`src/rtl/ctrl_sequencer_if.sv`:
```
// Control bundle between the sequencer (master) and the datapath/memory side (slave).
interface ctrl_sequencer_if #(
  parameter int unsigned OPC_W   = 6,
  parameter int unsigned NUM_REG = 10,
  parameter int unsigned A_SEL_W = 4,
  parameter int unsigned ALU_W   = 3,
  parameter int unsigned CNT_W   = 16
);
  logic [OPC_W-1:0]   ir;
  logic               z_flag;
  logic               mem_ready;
  logic [A_SEL_W-1:0] a_sel;
  logic [NUM_REG-1:0] c_load;
  logic [NUM_REG-1:0] inc;
  logic [ALU_W-1:0]   alu_op;
  logic               ldir;
  logic               pc_inc;
  logic               mem_read;
  logic               mem_write;
  logic               halted;
  logic               fault;
  logic [CNT_W-1:0]   instr_cnt;

  modport master (
    input  ir, z_flag, mem_ready,
    output a_sel, c_load, inc, alu_op, ldir, pc_inc, mem_read, mem_write,
           halted, fault, instr_cnt
  );

  modport slave (
    output ir, z_flag, mem_ready,
    input  a_sel, c_load, inc, alu_op, ldir, pc_inc, mem_read, mem_write,
           halted, fault, instr_cnt
  );
endinterface

```
`src/rtl/ctrl_sequencer.sv`:
```
// Multi-cycle fetch/execute control unit: decodes IR into datapath strobes, handles the
// memory ready handshake with timeout, and tracks halt/fault plus retired instructions.
module ctrl_sequencer #(
  parameter int unsigned OPC_W       = 6,
  parameter int unsigned NUM_REG     = 10,
  parameter int unsigned A_SEL_W     = 4,
  parameter int unsigned ALU_W       = 3,
  parameter int unsigned GP_BASE     = 4,
  parameter int unsigned ALU_SRC     = 4,
  parameter int unsigned MEM_TIMEOUT = 16,
  parameter int unsigned CNT_W       = 16
) (
  input  logic                  clk,
  input  logic                  rst_n,
  ctrl_sequencer_if.master      bus
);

  localparam int unsigned WAIT_W = (MEM_TIMEOUT < 2) ? 1 : $clog2(MEM_TIMEOUT + 1);
  localparam int unsigned PC_IDX = 0;
  localparam int unsigned AR_IDX = 1;
  localparam int unsigned DR_IDX = 2;
  localparam int unsigned AC_IDX = 3;

  localparam logic [2:0] CLS_NOP   = 3'b000;
  localparam logic [2:0] CLS_MVAC  = 3'b001;
  localparam logic [2:0] CLS_MVR   = 3'b010;
  localparam logic [2:0] CLS_ALU   = 3'b011;
  localparam logic [2:0] CLS_INC   = 3'b100;
  localparam logic [2:0] CLS_LOAD  = 3'b101;
  localparam logic [2:0] CLS_STORE = 3'b110;

  typedef enum logic [2:0] {
    ST_RST, ST_FETCH_AR, ST_FETCH_RD, ST_EXEC, ST_MEM_WAIT, ST_HALT, ST_FAULT
  } state_e;

  state_e              state_q, state_d;
  logic [WAIT_W-1:0]   wait_q, wait_d;
  logic [CNT_W-1:0]    cnt_q, cnt_d;

  logic [2:0]          cls;
  logic [2:0]          fld;
  logic [31:0]         gp_idx;
  logic                gp_legal;
  logic                timeout_hit;
  logic                retire;
  logic                unused_ir;

  logic [A_SEL_W-1:0]  a_sel_c;
  logic [NUM_REG-1:0]  c_load_c;
  logic [NUM_REG-1:0]  inc_c;
  logic [ALU_W-1:0]    alu_op_c;
  logic                ldir_c, pc_inc_c, mem_read_c, mem_write_c, halted_c, fault_c;

  function automatic logic [NUM_REG-1:0] onehot(input logic [31:0] idx);
    logic [NUM_REG-1:0] v;
    v = '0;
    for (int unsigned i = 0; i < NUM_REG; i++) begin
      if (idx == 32'(i)) v[i] = 1'b1;
    end
    return v;
  endfunction

  assign cls         = bus.ir[OPC_W-1 -: 3];
  assign fld         = bus.ir[2:0];
  assign gp_idx      = 32'(GP_BASE) + 32'(fld);
  assign gp_legal    = gp_idx < 32'(NUM_REG);
  assign timeout_hit = (MEM_TIMEOUT != 0) && ((32'(wait_q) + 32'd1) == 32'(MEM_TIMEOUT));
  assign unused_ir   = ^bus.ir;

  // Next state, wait/retire bookkeeping and the decoded strobes for the current state.
  always_comb begin
    state_d     = state_q;
    wait_d      = wait_q;
    retire      = 1'b0;
    a_sel_c     = '0;
    c_load_c    = '0;
    inc_c       = '0;
    alu_op_c    = '0;
    ldir_c      = 1'b0;
    pc_inc_c    = 1'b0;
    mem_read_c  = 1'b0;
    mem_write_c = 1'b0;
    halted_c    = 1'b0;
    fault_c     = 1'b0;

    case (state_q)
      ST_RST: state_d = ST_FETCH_AR;

      ST_FETCH_AR: begin
        a_sel_c          = A_SEL_W'(PC_IDX);
        c_load_c[AR_IDX] = 1'b1;
        wait_d           = '0;
        state_d          = ST_FETCH_RD;
      end

      ST_FETCH_RD: begin
        mem_read_c = 1'b1;
        if (bus.mem_ready) begin
          ldir_c   = 1'b1;
          pc_inc_c = 1'b1;
          state_d  = ST_EXEC;
        end else if (timeout_hit) begin
          state_d = ST_FAULT;
        end else begin
          wait_d = wait_q + WAIT_W'(1);
        end
      end

      ST_EXEC: begin
        state_d = ST_FETCH_AR;
        case (cls)
          CLS_NOP: retire = 1'b1;
          CLS_MVAC: begin
            if (gp_legal) begin
              a_sel_c          = A_SEL_W'(gp_idx);
              c_load_c[AC_IDX] = 1'b1;
              retire           = 1'b1;
            end else begin
              state_d = ST_FAULT;
            end
          end
          CLS_MVR: begin
            if (gp_legal) begin
              a_sel_c  = A_SEL_W'(AC_IDX);
              c_load_c = onehot(gp_idx);
              retire   = 1'b1;
            end else begin
              state_d = ST_FAULT;
            end
          end
          CLS_ALU: begin
            a_sel_c          = A_SEL_W'(ALU_SRC);
            alu_op_c         = ALU_W'(fld);
            c_load_c[AC_IDX] = 1'b1;
            retire           = 1'b1;
          end
          CLS_INC: begin
            if (gp_legal) begin
              inc_c  = onehot(gp_idx);
              retire = 1'b1;
            end else begin
              state_d = ST_FAULT;
            end
          end
          CLS_LOAD, CLS_STORE: begin
            a_sel_c = A_SEL_W'(DR_IDX);
            wait_d  = '0;
            state_d = ST_MEM_WAIT;
          end
          default: begin
            retire = 1'b1;
            if (fld == 3'b111) begin
              state_d = ST_HALT;
            end else if (bus.z_flag) begin
              a_sel_c          = A_SEL_W'(DR_IDX);
              c_load_c[PC_IDX] = 1'b1;
            end
          end
        endcase
      end

      // Only LOAD/STORE reach here; anything not LOAD is treated as a write.
      ST_MEM_WAIT: begin
        a_sel_c     = A_SEL_W'(DR_IDX);
        mem_read_c  = (cls == CLS_LOAD);
        mem_write_c = (cls != CLS_LOAD);
        if (bus.mem_ready) begin
          c_load_c[DR_IDX] = (cls == CLS_LOAD);
          retire           = 1'b1;
          state_d          = ST_FETCH_AR;
        end else if (timeout_hit) begin
          state_d = ST_FAULT;
        end else begin
          wait_d = wait_q + WAIT_W'(1);
        end
      end

      ST_HALT:  halted_c = 1'b1;
      ST_FAULT: fault_c  = 1'b1;
      default:  state_d  = ST_RST;
    endcase

    cnt_d = retire ? (cnt_q + CNT_W'(1)) : cnt_q;
  end

  always_ff @(posedge clk or negedge rst_n) begin
    if (!rst_n) begin
      state_q <= ST_RST;
      wait_q  <= '0;
      cnt_q   <= '0;
    end else begin
      state_q <= state_d;
      wait_q  <= wait_d;
      cnt_q   <= cnt_d;
    end
  end

  assign bus.a_sel     = a_sel_c;
  assign bus.c_load    = c_load_c;
  assign bus.inc       = inc_c;
  assign bus.alu_op    = alu_op_c;
  assign bus.ldir      = ldir_c;
  assign bus.pc_inc    = pc_inc_c;
  assign bus.mem_read  = mem_read_c;
  assign bus.mem_write = mem_write_c;
  assign bus.halted    = halted_c;
  assign bus.fault     = fault_c;
  assign bus.instr_cnt = cnt_q;

endmodule

```
`src/flat_wrapper.sv`:
```
// flat-port wrapper written by rule: the top's interface ports become plain ports
module ctrl_sequencer_flat 
#(
  parameter int unsigned OPC_W       = 6,
  parameter int unsigned NUM_REG     = 10,
  parameter int unsigned A_SEL_W     = 4,
  parameter int unsigned ALU_W       = 3,
  parameter int unsigned GP_BASE     = 4,
  parameter int unsigned ALU_SRC     = 4,
  parameter int unsigned MEM_TIMEOUT = 16,
  parameter int unsigned CNT_W       = 16
)
  (clk, rst_n, bus_ir, bus_z_flag, bus_mem_ready, bus_a_sel, bus_c_load, bus_inc, bus_alu_op, bus_ldir, bus_pc_inc, bus_mem_read, bus_mem_write, bus_halted, bus_fault, bus_instr_cnt);
  ctrl_sequencer_if #(.OPC_W(OPC_W), .NUM_REG(NUM_REG), .A_SEL_W(A_SEL_W), .ALU_W(ALU_W), .CNT_W(CNT_W)) bus_i ();
  input  logic clk;
  input  logic rst_n;
  input wire logic [$bits(bus_i.ir)-1:0] bus_ir;
  input wire logic [$bits(bus_i.z_flag)-1:0] bus_z_flag;
  input wire logic [$bits(bus_i.mem_ready)-1:0] bus_mem_ready;
  output wire logic [$bits(bus_i.a_sel)-1:0] bus_a_sel;
  output wire logic [$bits(bus_i.c_load)-1:0] bus_c_load;
  output wire logic [$bits(bus_i.inc)-1:0] bus_inc;
  output wire logic [$bits(bus_i.alu_op)-1:0] bus_alu_op;
  output wire logic [$bits(bus_i.ldir)-1:0] bus_ldir;
  output wire logic [$bits(bus_i.pc_inc)-1:0] bus_pc_inc;
  output wire logic [$bits(bus_i.mem_read)-1:0] bus_mem_read;
  output wire logic [$bits(bus_i.mem_write)-1:0] bus_mem_write;
  output wire logic [$bits(bus_i.halted)-1:0] bus_halted;
  output wire logic [$bits(bus_i.fault)-1:0] bus_fault;
  output wire logic [$bits(bus_i.instr_cnt)-1:0] bus_instr_cnt;
  assign bus_i.ir = bus_ir;
  assign bus_i.z_flag = bus_z_flag;
  assign bus_i.mem_ready = bus_mem_ready;
  assign bus_a_sel = bus_i.a_sel;
  assign bus_c_load = bus_i.c_load;
  assign bus_inc = bus_i.inc;
  assign bus_alu_op = bus_i.alu_op;
  assign bus_ldir = bus_i.ldir;
  assign bus_pc_inc = bus_i.pc_inc;
  assign bus_mem_read = bus_i.mem_read;
  assign bus_mem_write = bus_i.mem_write;
  assign bus_halted = bus_i.halted;
  assign bus_fault = bus_i.fault;
  assign bus_instr_cnt = bus_i.instr_cnt;
  ctrl_sequencer #(.OPC_W(OPC_W), .NUM_REG(NUM_REG), .A_SEL_W(A_SEL_W), .ALU_W(ALU_W), .GP_BASE(GP_BASE), .ALU_SRC(ALU_SRC), .MEM_TIMEOUT(MEM_TIMEOUT), .CNT_W(CNT_W)) u_core (.clk(clk), .rst_n(rst_n), .bus(bus_i));
endmodule
```
`config.mk`:
```
export PLATFORM = sky130hd
export DESIGN_NAME = ctrl_sequencer_flat
export DESIGN_NICKNAME = d
export VERILOG_FILES = /design/src/rtl/ctrl_sequencer_if.sv /design/src/rtl/ctrl_sequencer.sv /design/src/flat_wrapper.sv
export SDC_FILE = /design/constraint.sdc
export NUM_CORES = 1
export LEC_CHECK = 0
export ABC_AREA = 0
export BUFFER_PORTS_ARGS = -buffer_cell sky130_fd_sc_hd__buf_4
export CAP_MARGIN = 20
export CORE_UTILIZATION = 40
export CTS_BUF_LIST = sky130_fd_sc_hd__clkbuf_8 sky130_fd_sc_hd__clkbuf_16
export DETAILED_ROUTE_END_ITERATION = 8
export HOLD_SLACK_MARGIN = 0.05
export MAX_ROUTING_LAYER = met4
export PLACE_DENSITY = 0.66
export SKIP_LAST_GASP = 1
export SYNTH_ARGS = -nofsm -noshare
export SYNTH_HDL_FRONTEND = slang
export SYNTH_SLANG_ARGS = --single-unit
```
`constraint.sdc`:
```
create_clock -name clk -period 4.8 [get_ports clk]
set_clock_uncertainty 0.15 [all_clocks]
set_input_delay 0.72 -clock clk [delete_from_list [all_inputs] [get_ports clk]]
set_output_delay 0.72 -clock clk [all_outputs]
set_load 0.005 [all_outputs]
```
# [Word-level counts from Yosys, hierarchy flattened]
# Index checks and enable logic that the tools add are counted.
[word_totals] regBits=24 inputBits=10 wordCells=99
[classes] n_addsub=4 n_eq_ne=27 order_cmp=1 n_mux=52 reduce_logical=12
[op_table] op="$eq A32 B3 Y1 const B" count=4
[op_table] op="$eq A32 B2 Y1 const B" count=2
[op_table] op="$eq A32 B4 Y1 const B" count=2
[op_table] op="$eq A32 B1 Y1 const B" count=1
[op_table] op="$eq A32 B5 Y1 const B" count=1
[op_table] op="$logic_not A32 Y1" count=1
[op_table] op="$lt A32 B4 Y1 const B" count=1
[op_table] op="$mux W10" count=3
[op_table] op="$eq A3 B3 Y1 const B" count=7
[op_table] op="$mux W3" count=7
[op_table] op="$mux W1" count=20
[op_table] op="$pmux W4 S5" count=1
[op_table] op="$pmux W3 S6" count=1
[op_table] op="$add A16 B1 Y16 const B" count=1
[op_table] op="$mux W5" count=3
[op_table] op="$pmux W5 S3" count=1
[op_table] op="$eq A3 B2 Y1 const B" count=4
[op_table] op="$pmux W1 S2" count=6
[op_table] op="$reduce_or A2 Y1" count=5
[op_table] op="$pmux W3 S3" count=1
[op_table] op="$mux W4" count=2
[op_table] op="$pmux W4 S2" count=1
[op_table] op="$mux W7" count=1
[op_table] op="$add A5 B1 Y6 const B" count=1
[op_table] op="13 further kinds" count=19

# [Depth between registers and ports, before layout]
[depth] word_depth=6 ltp_mapped=7 depth_no_buf=6

# [Least setup slack after synthesis]
# OpenSTA, ideal clock, no wires.
[synth_timing] path_type="input to output" startpoint="input bus_ir[5]" endpoint="output bus_a_sel[1]" arrival_ps=1507 path_stages=5 slack_ps=2423 path_cell_list="buf_2 > buf_1 > nor2_1 > o21ai_0 > a211o_1"
[synth_via] elab_chain_len=4 word_cells_on_any_way=11
[synth_rtl] item="from (decl)" line_no="flat_wrapper.sv:17" rtl="input wire logic [$bits(bus_i.ir)-1:0] bus_ir;"
[synth_rtl] item="$eq A3 B3 Y1 / $logic_not A3 Y1 (equally long branches)" line_no="ctrl_sequencer.sv:111" rtl="case (cls)"
[synth_rtl] item="$reduce_or A2 Y1"
[synth_rtl] item="$pmux W4 S5 (*)" line_no="ctrl_sequencer.sv:111"
[synth_rtl] item="$pmux W4 S2 (*)" line_no="ctrl_sequencer.sv:86" rtl="case (state_q)"
[synth_rtl] item="to (decl)" line_no="flat_wrapper.sv:20" rtl="output wire logic [$bits(bus_i.a_sel)-1:0] bus_a_sel;"
# Every way passes the cells marked *; elsewhere a longest branch is shown, timed or not.

# [Worst setup path after layout]
[layout_timing] startpoint="register u_core.state_q[0]" endpoint="output bus_a_sel[3]"
[layout_via] elab_chain_len=2 word_cells_on_any_way=3
[layout_rtl] item="from (decl)" line_no="ctrl_sequencer.sv:36" rtl="state_e state_q, state_d;"
[layout_rtl] item="from (signal assigned)" line_no="ctrl_sequencer.sv:192" rtl="state_q <= state_d;"
[layout_rtl] item="$eq A3 B3 Y1 / $eq A3 B2 Y1 (equally long branches)" line_no="ctrl_sequencer.sv:86"
[layout_rtl] item="$pmux W4 S2 (*)" line_no="ctrl_sequencer.sv:86"
# Marked as above.

==> flow_metrics.tcl <==
set metrics [dict create \
    worst_ep_arrival_time_ns 1.99 \
    worst_ep_required_time_ns 3.93 \
    synth_xor_xnor_area_share_pct 8.73 \
    peak_vdd_ir_mv 0.308 \
    cp_num_buf_inv 1 \
    antenna_cells 0 \
    vias 1585 \
    fin_crit_sh_pct 59.7 \
    dp_cells 297 \
    routed.top_layer "met4" \
    post_synth.cell_area_avg_um2 8.20 \
    power_density_normalized_to_cell_area_nw_per_um2 384 \
    grt_max_degree 25 \
    setup_total_negative_slack_ns 0 \
    synth_mux_area_share_pct 0.660 \
    drc 0 \
    route.detailed.vias_per_inst 5.27 \
    post_cts.repair.setup_buffers 0 \
    synthAdderAreaFrac_pct 1.47 \
    slowest_stage "dfrtp_1" \
    r2r-end "u_core.bus.instr_cnt[1]$_DFFE_PN0P_" \
    ys_async_sr_fraction_pct 100 \
    cts-htree-levels 1 \
    timing.final.setup_violations 0 \
    met2_length_mm 1.75 \
    ff2ff_setup_slack_ns 2.46 \
    dominant_combinational_cell_family_by_area_after_synthesis "simple AND/OR/NAND/NOR gates" \
    area.growth.synth_to_final_pct 26.0 \
    ios 59 \
    worst-setup-path-type "flip-flop to output pin" \
    grt_first_pass_wirelength_mm 6.21 \
    synth-warning-count 0 \
    instances_no_fill 301 \
    rsz_0062_raised_after_global_routing "no" \
    die_x_um 67.3 \
    clk_root_buffer_cell "clkbuf_8" \
    std_cell_rows 23 \
    status "completed" \
    drtPass1Iterations 4 \
    r2r_cells 3 \
    dp_hpwl_mm 2.85 \
    final_period_minus_worst_setup_slack_ns 2.86 \
    clkSinkCount 24 \
    synth.cell_area_um2 1710 \
    dr_wl_met3_um 172 \
    timing.critical_path.to_type "output pin" \
    ys_types 47 \
    detail_route.wl_per_cell_um 12.5 \
    timing.fmax_mhz 349 \
    final_layout_size_suffix_gt1_share_pct 25.5 \
    yosys.area_share.simple_pct 32.5 \
    floorplan.initialDensity_pct 42.0 \
    route.antenna.remaining_nets 0 \
    r2r-start "u_core.state_q[0]$_DFFE_PN0N_" \
    drtIter0Drc 100 \
    track_usage_pct 18.1 \
    initial_antenna_violation_count 0 \
    placement.io_buffers 54 \
    die_y_um 67.3 \
    design.core.area_um2 4060 \
    relative_slew_slack_pct 47.0 \
    worst_hold_margin_ns 0.179 \
    cts_hold_buf 0 \
    post_synthesis_sequential_area_ratio_pct 35.2 \
    worst_hold_path_type "primary input to async pin" \
    share_of_the_synthesized_area_in_compound_gates_ao_oa_aoi_oai_pct 13.4 \
    ctsResizeCount 0 \
    crit_path_start_kind "flip-flop" \
    m1WireLength_mm 1.78 \
    power.total_w 0.000824 \
    nNetsFinal 264 \
    cts.clk_slew.worst_paths_ns 0.09 \
    synth_ff_type "dfrtp_1" \
    post_synth_inst_count 208 \
    timing.critical_path.depth 5 \
    tritoncts_clock_tree "built" \
    path_delay_family "simple AND/OR/NAND/NOR gates" \
    via_count_of_the_first_global_routing_pass 1386 \
    worst-path-max-fanout 13 \
    synth_edf_count 0 \
    timing.final.hold_violations 0 \
    final_max_slew_viol_count 0 \
    leakage_power_nw 0.972 \
    globalRoute.totalOverflow 0 \
    path_cells "nand3b_1, nor2_1, nand2_1, nor4b_1, buf_4" \
    drt_wl_total_mm 3.75 \
    ctsLongestPathBuffers 2 \
    worst-slew-pin-transition_ns 0.789 \
    numCtsBuffers 3 \
    max_cap_viol_count 0 \
    setup.worst_path.start "u_core.state_q[0]$_DFFE_PN0N_" \
    critical_path.max_stage_delay_ns 0.57 \
    final_estimated_routing_congestion_in_global_placement 0.861 \
    die_area_um2 4530 \
    worstSkewPairLatency_ns 0.27 \
    flop_and_latch_count_out_of_synthesis 24 \
]
layout make-up:
class,count,area [um^2]
fillers,382,1910
multi-input cells,162,982
flip-flops and latches,24,601
repair buffers,54,405
well taps,50,62.6
clock buffers,3,41.3
clock inverters,1,30.0
inverters,7,26.3
through the flow:
| stage | utilization, % | cell area (um^2) | setup WS (ns) |
|---|---|---|---|
| 2_1_floorplan | - | 1720 | 2.42 |
| 3_3_place_gp | 51.2 | 2080 | 2.14 |
| 3_5_place_dp | 51.2 | 2080 | 2.16 |
| 4_1_cts | 52.9 | 2150 | 1.93 |
| 5_1_grt | 52.9 | 2150 | 1.61 |
| 6_report | 52.9 | 2150 | 1.94 |
worst reg2reg max path, cell delays in order (launching register included):
cell	delay [ns]
dfrtp_1	0.57
nand3b_1	0.37
o21ai_1	0.75
mux2_2	0.41
power breakdown:
group / switching (W) / leakage [nW] / internal (W)
clock network: 0.0000664 / 0.0357 / 0.000112
registers: 0.0000655 / 0.318 / 0.000242
logic: 0.000177 / 0.618 / 0.000162
cells in the mapped netlist, drive strengths merged (2+ instances only):
library cell / n / share of area, %
xor2: 4 / 2.1
nor2: 27 / 5.9
and4: 2 / 1.0
inv: 7 / 1.5
o21ai: 10 / 2.9
nand2b: 5 / 1.8
clkbuf: 2 / 0.44
a21oi: 8 / 2.6
nor3: 5 / 1.5
ha: 2 / 1.5
and3: 5 / 1.8
nand4: 7 / 2.6
and2: 9 / 3.3
or3: 4 / 1.5
dfrtp: 24 / 35
nand3b: 2 / 0.88
nor2b: 5 / 1.8
xnor2: 13 / 6.7
nand2: 16 / 3.5
nor4b: 3 / 1.5
nand3: 12 / 3.8
buf: 16 / 5.9
per-layer routing:
layer / vias up / global-route usage [%]
met5: - / -
met4: 0 / 4.26
met3: 6 / 4.73
met2: 39 / 28.5
met1: 740 / 23.0
li1: 800 / -
logic make-up (layout without fill, tap and decap cells):
family / count (synthesis) / in the layout
AND/OR/NAND/NOR: 105 / 105
AO/OA/AOI/OAI: 33 / 33
buffers and inverters: 25 / 65
flip-flops: 24 / 24
XOR/XNOR: 17 / 17
adder cells (fa/ha/maj): 2 / 2
other: 1 / 4
multiplexers: 1 / 1
registers in the layout, indices dropped and copies added, names as in the netlist:
name                  count
u_core.wait_q             5
u_core.bus.instr_cnt     16
u_core.state_q            3
how the worst max path moves through the flow:
stage,end,slack (ns)
after floorplan,bus_a_sel[1],2.42
after global placement,u_core.bus.instr_cnt[1]$_DFFE_PN0P_,2.14
after detailed placement,u_core.bus.instr_cnt[1]$_DFFE_PN0P_,2.16
after CTS,bus_a_sel[3],1.93
after global routing,bus_a_sel[3],1.61
final,bus_a_sel[3],1.94
cells in the final DEF, fill, tap and decap left out, drive strengths merged, types with 2 or more instances in the layout:
cell type and n:
inv 7, a21oi 8, nor2b 5, nand2 16
buf 54, dfrtp 24, nand3 12, nand4 7
and4 2, nor3 5, xor2 4, ha 2
clkbuf 3, xnor2 13, and3 5, nor4b 3
conb 4, or3 4, and2 9, o21ai 10
nand3b 2, nor2 27, nand2b 5
(Power assumes the default switching activity.)
